===== config.mk =====
export PLATFORM = sky130hd
export DESIGN_NAME = instr_sequencer
export DESIGN_NICKNAME = d
export VERILOG_FILES = /design/src/rtl/instr_sequencer_pkg.sv /design/src/rtl/instr_decode.sv /design/src/rtl/instr_sequencer.sv
export SDC_FILE = /design/constraint.sdc
export NUM_CORES = 1
export LEC_CHECK = 0
export CORE_ASPECT_RATIO = 0.7
export CORE_UTILIZATION = 47
export CTS_CLUSTER_SIZE = 30
export DETAILED_ROUTE_END_ITERATION = 16
export GPL_ROUTABILITY_DRIVEN = 0
export PLACE_DENSITY = 0.77
export SYNTH_ARGS = -nofsm -noshare
export SYNTH_HDL_FRONTEND = slang
export SYNTH_SLANG_ARGS = --single-unit

===== constraint.sdc =====
create_clock -name clk -period 2.25 [get_ports clk]
set_input_delay 0.3375 -clock clk [delete_from_list [all_inputs] [get_ports clk]]
set_output_delay 0.3375 -clock clk [all_outputs]
set_load 0.01 [all_outputs]

===== src/rtl/instr_sequencer_pkg.sv =====
// instr_sequencer_pkg: opcodes, ALU selects, FSM states and instruction field positions
package instr_sequencer_pkg;
  localparam logic [3:0] OP_NOP = 4'h0;
  localparam logic [3:0] OP_LDI = 4'h1;
  localparam logic [3:0] OP_ADD = 4'h2;
  localparam logic [3:0] OP_SUB = 4'h3;
  localparam logic [3:0] OP_AND = 4'h4;
  localparam logic [3:0] OP_OR  = 4'h5;
  localparam logic [3:0] OP_XOR = 4'h6;
  localparam logic [3:0] OP_MOV = 4'h7;
  localparam logic [3:0] OP_JMP = 4'h8;
  localparam logic [3:0] OP_JZ  = 4'h9;
  localparam logic [3:0] OP_HLT = 4'hF;

  localparam logic [2:0] ALU_ADD   = 3'd0;
  localparam logic [2:0] ALU_SUB   = 3'd1;
  localparam logic [2:0] ALU_AND   = 3'd2;
  localparam logic [2:0] ALU_OR    = 3'd3;
  localparam logic [2:0] ALU_XOR   = 3'd4;
  localparam logic [2:0] ALU_PASSA = 3'd5;

  typedef enum logic [2:0] {
    S_IDLE   = 3'd0,
    S_FETCH  = 3'd1,
    S_DECODE = 3'd2,
    S_OPREAD = 3'd3,
    S_EXEC   = 3'd4,
    S_WB     = 3'd5,
    S_HALT   = 3'd6
  } state_t;

  localparam int OP_HI  = 15;
  localparam int OP_LO  = 12;
  localparam int DST_HI = 11;
  localparam int DST_LO = 10;
  localparam int SA_HI  = 9;
  localparam int SA_LO  = 8;
  localparam int SB_HI  = 7;
  localparam int SB_LO  = 6;
  localparam int IMM_HI = 7;
  localparam int IMM_LO = 0;
endpackage


===== src/rtl/instr_decode.sv =====
// instr_decode: combinational instruction classification and ALU function select
module instr_decode
  import instr_sequencer_pkg::*;
(
  input  logic [15:0] ir,
  output logic        writes_reg,
  output logic        is_ldi,
  output logic        is_jmp,
  output logic        is_jz,
  output logic        is_hlt,
  output logic [2:0]  alu_op
);
  logic [3:0] op;
  assign op = ir[OP_HI:OP_LO];
  always_comb begin
    writes_reg = (op >= OP_LDI) && (op <= OP_MOV);
    is_ldi = op == OP_LDI;
    is_jmp = op == OP_JMP;
    is_jz  = op == OP_JZ;
    is_hlt = op == OP_HLT;
    alu_op = op == OP_SUB ? ALU_SUB :
             op == OP_AND ? ALU_AND :
             op == OP_OR  ? ALU_OR  :
             op == OP_XOR ? ALU_XOR :
             (op == OP_MOV || op == OP_JZ) ? ALU_PASSA : ALU_ADD;
  end
endmodule


===== src/rtl/instr_sequencer.sv =====
// instr_sequencer: 5-cycle fetch/decode/read/exec/writeback control stage for a 4-entry register file
module instr_sequencer
  import instr_sequencer_pkg::*;
#(
  parameter int PC_W = 8,
  parameter int IW   = 16
) (
  input  logic            clk,
  input  logic            rst,
  input  logic            run,
  output logic [PC_W-1:0] rom_addr,
  input  logic [IW-1:0]   rom_data,
  input  logic [7:0]      alu_y,
  input  logic            alu_z,
  output logic [7:0]      D,
  output logic [1:0]      addr,
  output logic            WE,
  output logic [1:0]      cha,
  output logic [1:0]      chb,
  output logic [2:0]      alu_op,
  output logic            busy,
  output logic            halted,
  output logic [PC_W-1:0] pc
);
  state_t          st;
  logic [IW-1:0]   ir;
  logic [7:0]      res;
  logic            zf;
  logic            wr, ldi, jmp, jz, hlt;
  logic [PC_W-1:0] pc_nx;

  instr_decode u_dec (
    .ir(ir),
    .writes_reg(wr),
    .is_ldi(ldi),
    .is_jmp(jmp),
    .is_jz(jz),
    .is_hlt(hlt),
    .alu_op(alu_op)
  );

  assign pc_nx = (jmp || (jz && zf)) ? PC_W'(ir[IMM_HI:IMM_LO]) : pc + 1'b1;

  // rom_addr is loaded on entry to FETCH so the ROM sees it during FETCH
  always_ff @(posedge clk or posedge rst) begin
    if (rst) begin
      st <= S_IDLE;
      pc <= '0;
      rom_addr <= '0;
      ir <= '0;
      res <= '0;
      zf <= 1'b0;
    end else begin
      case (st)
        S_IDLE: if (run) begin
          st <= S_FETCH;
          rom_addr <= pc;
        end
        S_FETCH: begin
          rom_addr <= pc;
          st <= S_DECODE;
        end
        S_DECODE: begin
          ir <= rom_data;
          st <= S_OPREAD;
        end
        S_OPREAD: st <= S_EXEC;
        S_EXEC: begin
          res <= alu_y;
          zf <= alu_z;
          st <= S_WB;
        end
        S_WB: if (hlt) st <= S_HALT;
        else begin
          pc <= pc_nx;
          rom_addr <= pc_nx;
          st <= S_FETCH;
        end
        default: st <= st;
      endcase
    end
  end

  assign D      = ldi ? ir[IMM_HI:IMM_LO] : res;
  assign addr   = ir[DST_HI:DST_LO];
  assign WE     = (st == S_WB) && wr;
  assign cha    = ir[SA_HI:SA_LO];
  assign chb    = ir[SB_HI:SB_LO];
  assign busy   = !(st == S_IDLE || st == S_HALT);
  assign halted = st == S_HALT;
endmodule


# Word-level counts from Yosys, hierarchy flattened
# Cells that the tools add are included.
totals:
  out_inout_bits: 36
  inputBits: 28
  elab_cells: 53
  reg_bits: 44
classes:
  mux: 13
  eq_ne: 17
  n_reduce_logical: 13
  magnitude_cmp: 2
  bitwise_logic: 1
  n_addsub: 1
ops:
  columns: ["operator", "n"]
  rows:
  - ["$mux 8", 4]
  - ["$pmux 8 s3", 1]
  - ["$mux 3", 7]
  - ["$pmux 3 s6", 1]
  - ["$eq 4x3->1 const B", 4]
  - ["$eq 4x4->1 const B", 3]
  - ["$eq 3x3->1 const B", 3]
  - ["$add 8x1->8 const B", 1]
  - ["$eq 3x2->1 const B", 2]
  - ["$reduce_bool 6->1", 1]
  - ["$eq 4x1->1 const B", 1]
  - ["$eq 4x2->1 const B", 1]
  - ["$ge 4x1->1 const B", 1]
  - ["$le 4x3->1 const B", 1]
  - ["$ne 2x2->1 const B", 2]
  - ["$reduce_and 2->1", 2]
  - ["$eq 3x1->1 const B", 1]
  - ["$logic_and 1x1->1", 3]
  - ["$logic_not 3->1", 1]
  - ["$logic_or 1x1->1", 3]
  - ["$reduce_and 3->1", 1]
  - ["$reduce_bool 3->1", 1]
  - ["$logic_not 1->1", 1]
  - ["$not 1->1", 1]

# Logic depth before layout (Yosys ltp)
# Gate-level depths: netlist of the first run.
depth:
  word_depth: 7
  depth_mapped: 6

# Cells and area by module
# A second synthesis of the first run with hierarchy kept.
hier_totals:
  hier_cells: 200
  hier_area_um2: 2327.2
by_module_without_submodules:
  columns: ["mod", "instances", "area_each_um2", "cells_per_inst"]
  rows:
  - ["instr_sequencer", 1, 2240.9, 187]
  - ["instr_decode", 1, 86.3, 13]

# Worst setup path before layout of the first run
# No wires, ideal clock.
synth_path:
  path_type: "register to output"
  from: "reg ir[13]"
  to: "out D[0]"
  arrival_time_ns: 1.545
  stages_incl_launch_ff: 6
  slack_ns: 0.367
  required_ns: 1.913
  path_cell_list: "dfrtp_1 -> buf_6 -> nor2_1 -> nand2_1 -> nor2_2 -> mux2_2"
synth_via:
  elab_chain_len: 2
synth_rtl:
  columns: ["element", "line", "text"]
  rows:
  - ["start: declaration", "instr_sequencer.sv:26", "logic [IW-1:0] ir;"]
  - ["start signal: assignment", "instr_sequencer.sv:64", "ir <= rom_data;"]
  - ["$eq 4x1->1", "instr_decode.sv:17", "is_ldi = op == OP_LDI;"]
  - ["$mux 8", "instr_sequencer.sv:84", "assign D = ldi ? ir[IMM_HI:IMM_LO] : res;"]
  - ["end: declaration", "instr_sequencer.sv:15", "output logic [7:0] D,"]
# Every way passes these cells.

# Final worst setup path of the first run
# Same ends and word-level chain as after synthesis.

==> results of run 1 <==
-- cells by family after synthesis --
group           after synthesis  synth area share [%]
simple gates                 55                  13.8
fa+ha+maj                     2                  1.08
flops                        44                  47.4
compound gates               37                  10.3
xor+xnor                      5                  1.89
mux                          44                  20.7
buf+inv                      19                  4.74
-- layer usage --
metal,GRT usage (%),routed length [um]
met3,6.26,325
met2,31.3,2140
met1,30.8,2480
met5,0,0
met4,5.24,50
-- cells in the mapped netlist, drive strengths merged, types with 5 or more instances --
| cell | n |
|---|---|
| nand2b | 5 |
| mux2 | 32 |
| dfrtp | 44 |
| mux2i | 12 |
| nand2 | 12 |
| nand3 | 5 |
| and2 | 8 |
| nor3 | 5 |
| o21ai | 20 |
| buf | 13 |
-- cell type report --
| class | count | area, um^2 |
|---|---|---|
| fill | 354 | 1380 |
| inverter | 3 | 11.3 |
| timing repair buffer | 76 | 718 |
| clock inverter | 1 | 30.0 |
| clock buffer | 7 | 96.3 |
| multi-input combinational | 143 | 1110 |
| sequential | 44 | 1100 |
| tap | 66 | 82.6 |
-- repair_timing --
action                                 4_1_cts  5_1_grt
setup buffers                                0        0
endpoints found under the hold margin        0        0
resized for setup                            8        2
setup endpoints to repair                    8        9
-- how the worst max path moves through the flow --
stage                                   from  endpoint  slack (ns)  depth (start not counted)
final                     ir[13]$_DFFE_PP0P_      D[0]        0.12                          6
after global routing      ir[13]$_DFFE_PP0P_      D[0]        0.01                          6
after CTS                  st[0]$_DFFE_PP0P_        WE        0.08                          3
after detailed placement  ir[13]$_DFFE_PP0P_      D[2]        0.25                          6
after global placement    ir[13]$_DFFE_PP0P_      D[2]        0.27                          6
after floorplan           ir[13]$_DFFE_PP0P_      D[0]        0.37                          5
-- cell usage in the layout (no fill, tap or decap), types with 7 or more instances in the layout --
| master | synthesis | routed |
|---|---|---|
| clkdlybuf4s50_1 | 0 | 55 |
| buf_4 | 7 | 13 |
| clkbuf_8 | 0 | 7 |
| nand2_1 | 12 | 12 |
| dlygate4sd2_1 | 0 | 8 |
| o21ai_0 | 20 | 20 |
| and2_1 | 8 | 8 |
| dfrtp_1 | 44 | 43 |
| mux2i_1 | 12 | 12 |
| mux2_2 | 32 | 32 |
-- flip-flops by register name, indices dropped and copies added, names as in the netlist --
name / cells
ir: 16
pc: 8
res: 8
rom_addr: 8
st: 3
zf: 1
-- stage by stage --
| stage | total power [W] | util, % | worst slack (ns) |
|---|---|---|---|
| after floorplan | 0.00286 | - | 0.367 |
| after global placement | 0.00376 | 67.0 | 0.270 |
| after detailed placement | 0.00382 | 67.0 | 0.248 |
| after CTS | 0.00441 | 69.6 | 0.0826 |
| after global routing | 0.00470 | 69.6 | 0.0117 |
| final | 0.00439 | 69.6 | 0.117 |
-- where the power goes --
group | internal, W | switching [W]
clock | 0.000392 | 0.000265
combinational | 0.00127 | 0.000951
sequential | 0.00117 | 0.000336
total | 0.00283 | 0.00155
-- worst max-delay path: cells and delay by family, from the launching register on --
kind	cells	cell delay (ns)
buffers and inverters	2	0.45
DFF	1	0.40
muxes	1	0.35
and+or+nand+nor	3	0.31
==> impl_metrics.json, run 1 <==
{
  "outcome": "completed",
  "finalInstanceArea_um2": 3150,
  "max_freq_mhz": 469,
  "io_pins": 64,
  "async_flop_share_pct": 100,
  "cpPeakStageDelay_ns": 0.40,
  "timing.hold.ws_ns": 0.312,
  "ys_ff_latch": 44,
  "ys.flop_type": "dfrtp_1",
  "finalNonFillerCells": 340,
  "cts_buffers": 5,
  "grt_max_degree": 24,
  "hold_class": "input port to asynchronous set/reset pin",
  "r2r-end": "rom_addr[7]$_DFFE_PP0P_",
  "grt_overflow": 0,
  "p_leak_nw": 1.34,
  "finalHoldViolCount": 0,
  "first_iter_violations": 67,
  "path_class": "flop to output pin",
  "yosysUniqueCellTypes": 38,
  "n_antenna_cell": 0,
  "synth_nets": 236,
  "antenna_found_initial": 0,
  "via_count": 1764,
  "drive_gt1_share_pct": 21.5,
  "ctsHtreeMaxLevel": 2,
  "avgSynthCellArea_um2": 11.3,
  "yosys-top-cells-area": "dfrtp_1 (47%), mux2_2 (16%), mux2i_1 (5.2%)",
  "core-area_um2": 4530,
  "detail-route-antenna-nets": 0,
  "post_drt_wl_per_cell_um": 14.7,
  "synth_top_area_share_pct": 47.4,
  "post-route-min-period_ns": 2.13,
  "drc": 0,
  "startpoint_type": "flop",
  "slew_headroom_pct": 52.4,
  "placed_cell_area_um2": 3030,
  "rrSetupSlack_ns": 0.51,
  "port_buffers": 63,
  "maxCapViolCount": 0,
  "cts_tree": "built",
  "finalNetCount": 303,
  "ir_drop_mv": 0.671,
  "power_density_nw_per_um2": 1390,
  "reg2reg_depth": 6,
  "grt_util_all_layers_pct": 21.2,
  "area_delta_synth_final_pct": 35.8,
  "netlist_area_um2": 2320,
  "grt_setup_unrepaired": "no",
  "synth_edf_count": 0,
  "clockRootBuffer": "clkbuf_8",
  "die_h_um": 60.8,
  "worst_pin_slew_ns": 0.715,
  "insertion_delay_ns": 0.30,
  "place_inst": 332,
  "crit_fanout": 8,
  "synth-seq-area-share_pct": 47.4,
  "worstSetupEndpointType": "output pin",
  "yosys_warnings": 0,
  "start_util_pct": 51.3,
  "cp_common_cell": "nor2_2",
  "grt_pass1_wl_mm": 8.32,
  "synthCells": 206,
  "post_drt_via_cell_ratio": 5.19,
  "crit_slowest_cell": "dfrtp_1",
  "die_x_um": 86.0,
  "r2r_start": "ir[14]$_DFFE_PP0P_",
  "grt_pass1_vias": 1694,
  "required_ns": 1.91,
  "ctsHoldBuffers": 0,
  "skew_ns": 0.0102,
  "route.final.wire_length_mm": 5.00,
  "clock-sinks": 44,
  "arrival_ns": 1.80,
  "dp_hpwl_mm": 3.74,
  "setup-tns-final_ns": 0,
  "rows": 20,
  "clock_path_buffers": 2,
  "layout_worst_path_cycle_share_pct": 94.8,
  "final_max_slew_viol_count": 0,
  "finalSetupViolCount": 0,
  "die-area_um2": 5230,
  "synth_top_cell_by_area": "dfrtp_1",
  "path_cells": "nor2_2 > nand2_1 > nor2_2 > buf_4 > mux2_2 > dlygate4sd2_1",
  "firstDrtPassIters": 4,
  "cts.clk_slew.worst_paths_ns": 0.08
}
Note: power is estimated with default switching activity, not from simulation.
==> run 2, diff against run 1 <==
Settings changed: ABC_CLOCK_PERIOD_IN_PS set to 2250.
==> results of run 2 <==
No change in the layout: final DEF, timing and power equal those of run 1.
==> run 3, diff against run 2 <==
--- a/config.mk
+++ b/config.mk
@@ -7,3 +7,3 @@
 export LEC_CHECK = 0
-export ABC_CLOCK_PERIOD_IN_PS = 2250
+export ABC_CLOCK_PERIOD_IN_PS = 2290
 export CORE_ASPECT_RATIO = 0.7
==> constraint.sdc (replaced) <==
create_clock -name clk -period 2.29 [get_ports clk]
set_input_delay 0.229 -clock clk [delete_from_list [all_inputs] [get_ports clk]]
set_output_delay 0.229 -clock clk [all_outputs]
set_load 0.01 [all_outputs]
==> impl_metrics.json, run 3 (synthesis gave the netlist of run 1 again) <==
{
  "setup-tns-final_ns": 0,
  "worstSetupEndpointType": "output pin",
  "drive_gt1_share_pct": 22.0,
  "cts_tree": "built",
  "layout_common_cells": "clkdlybuf4s50_1 (55), dfrtp_1 (44), mux2_2 (32)",
  "n_antenna_cell": 0,
  "power_density_nw_per_um2": 1340,
  "p_leak_nw": 1.41,
  "die-area_um2": 5230,
  "crit_family": "buffers and inverters",
  "first_iter_violations": 75,
  "critPathCapture": "WE",
  "reg2reg_depth": 5,
  "finalNonFillerCells": 343,
  "layout_commonest_cell": "clkdlybuf4s50_1",
  "clockRootBuffer": "clkbuf_8",
  "rrSetupSlack_ns": 0.41,
  "ir_drop_mv": 0.738,
  "grt_max_degree": 45,
  "worst_pin_slew_ns": 0.675,
  "route.final.wire_length_mm": 4.83,
  "area_delta_synth_final_pct": 37.0,
  "final_util_pct": 70.2,
  "max_freq_mhz": 466,
  "hold_class": "input port to asynchronous set/reset pin",
  "detail-route-antenna-nets": 0,
  "crit_slowest_cell": "clkdlybuf4s50_1",
  "worstSetupStartpoint": "st[0]$_DFFE_PP0P_",
  "outcome": "completed",
  "die_x_um": 86.0,
  "path_class": "flop to output pin",
  "antenna_found_initial": 0,
  "grt_setup_unrepaired": "no",
  "post-route-min-period_ns": 2.15,
  "drc": 0,
  "insertion_delay_ns": 0.30,
  "required_ns": 2.06,
  "cts.clk_slew.worst_paths_ns": 0.09,
  "io_pins": 64,
  "finalNetCount": 306,
  "largest_reg_flops": 16,
  "cp.depth": 3,
  "finalSetupViolCount": 0,
  "grt_util_all_layers_pct": 20.0,
  "layout_worst_path_cycle_share_pct": 93.8,
  "clock_path_buffers": 2,
  "top_register": "ir",
  "grt_overflow": 0,
  "path_cells": "nand3b_1 > nor3_1 > clkdlybuf4s50_1",
  "maxCapViolCount": 0,
  "die_h_um": 60.8,
  "skew_ns": 0.00561,
  "firstDrtPassIters": 4,
  "grt_pass1_wl_mm": 7.80,
  "port_buffers": 63,
  "r2r_start": "ir[15]$_DFFE_PP0P_",
  "post_drt_via_cell_ratio": 5.15,
  "core-area_um2": 4530,
  "r2r-end": "rom_addr[2]$_DFFE_PP0P_",
  "rows": 20,
  "post_drt_wl_per_cell_um": 14.1,
  "grt_pass1_vias": 1615,
  "path_buf_inv": 1,
  "cpPeakStageDelay_ns": 0.57,
  "via_count": 1767,
  "clock-sinks": 44,
  "start_util_pct": 51.3,
  "dp_hpwl_mm": 3.55,
  "slew_headroom_pct": 55.0,
  "finalHoldViolCount": 0,
  "crit_fanout": 8,
  "place_inst": 330,
  "startpoint_type": "flop",
  "arrival_ns": 1.92,
  "final_max_slew_viol_count": 0,
  "ctsHtreeMaxLevel": 2,
  "cts_buffers": 5,
  "ctsHoldBuffers": 0
}
run 3: metal layers:
layer,global-route usage (%),vias up,part of all wire [%]
met2,28.2,59,42
li1,-,879,-
met3,6.39,8,6.3
met5,0,-,0
met1,28.4,821,50
met4,8.57,0,1.5
run 3: tightest hold or removal path, cell delays in order:
cell,delay [ns]
clkdlybuf4s50_1,0.41
clkinv_1,0.05
buf_4,0.45
run 3: timing repair:
item / 4_1_cts / 5_1_grt
gates resized for setup: 1 / 9
setup buffers: 0 / 5
endpoints found under the setup margin: 8 / 8
pin swaps: 0 / 1
run 3: area by class of cell:
type                            count  area [um^2]
Fill cell                         341         1350
Clock inverter                      2         15.0
Inverter                            3         11.3
Tap cell                           66         82.6
Sequential cell                    44         1100
Timing Repair Buffer               79          771
Multi-Input combinational cell    143         1120
Clock buffer                        6         82.6
run 3: how the worst min path moves through the flow:
stage | start | to | slack [ns] | depth (start not counted)
2_1_floorplan | rom_data[15] | ir[15]$_DFFE_PP0P_ | 0.35 | 2
3_3_place_gp | rom_addr[6]$_DFFE_PP0P_ | rom_addr[6]$_DFFE_PP0P_ | 0.49 | 2
3_5_place_dp | rom_addr[7]$_DFFE_PP0P_ | rom_addr[7]$_DFFE_PP0P_ | 0.49 | 2
4_1_cts | rst | res[7]$_DFFE_PP0P_ | 0.39 | 3
5_1_grt | rst | ir[8]$_DFFE_PP0P_ | 0.42 | 3
6_report | rst | res[0]$_DFFE_PP0P_ | 0.37 | 3
run 3: through the flow:
step | total power (W) | hold slack [ns] | area (um^2) | worst slack (ns)
floorplan | 0.00281 | 0.346 | 2320 | 0.516
global placement | 0.00368 | 0.487 | 3020 | 0.259
detailed placement | 0.00374 | 0.486 | 3020 | 0.243
CTS | 0.00428 | 0.392 | 3120 | 0.0131
global route | 0.00457 | 0.421 | 3180 | 0.0187
finish | 0.00425 | 0.375 | 3180 | 0.142
run 3: power by group:
group	internal [W]	switching (W)	leakage, nW
registers	0.00115	0.000334	0.557
logic	0.00132	0.000936	0.813
clock network	0.000244	0.000272	0.0434
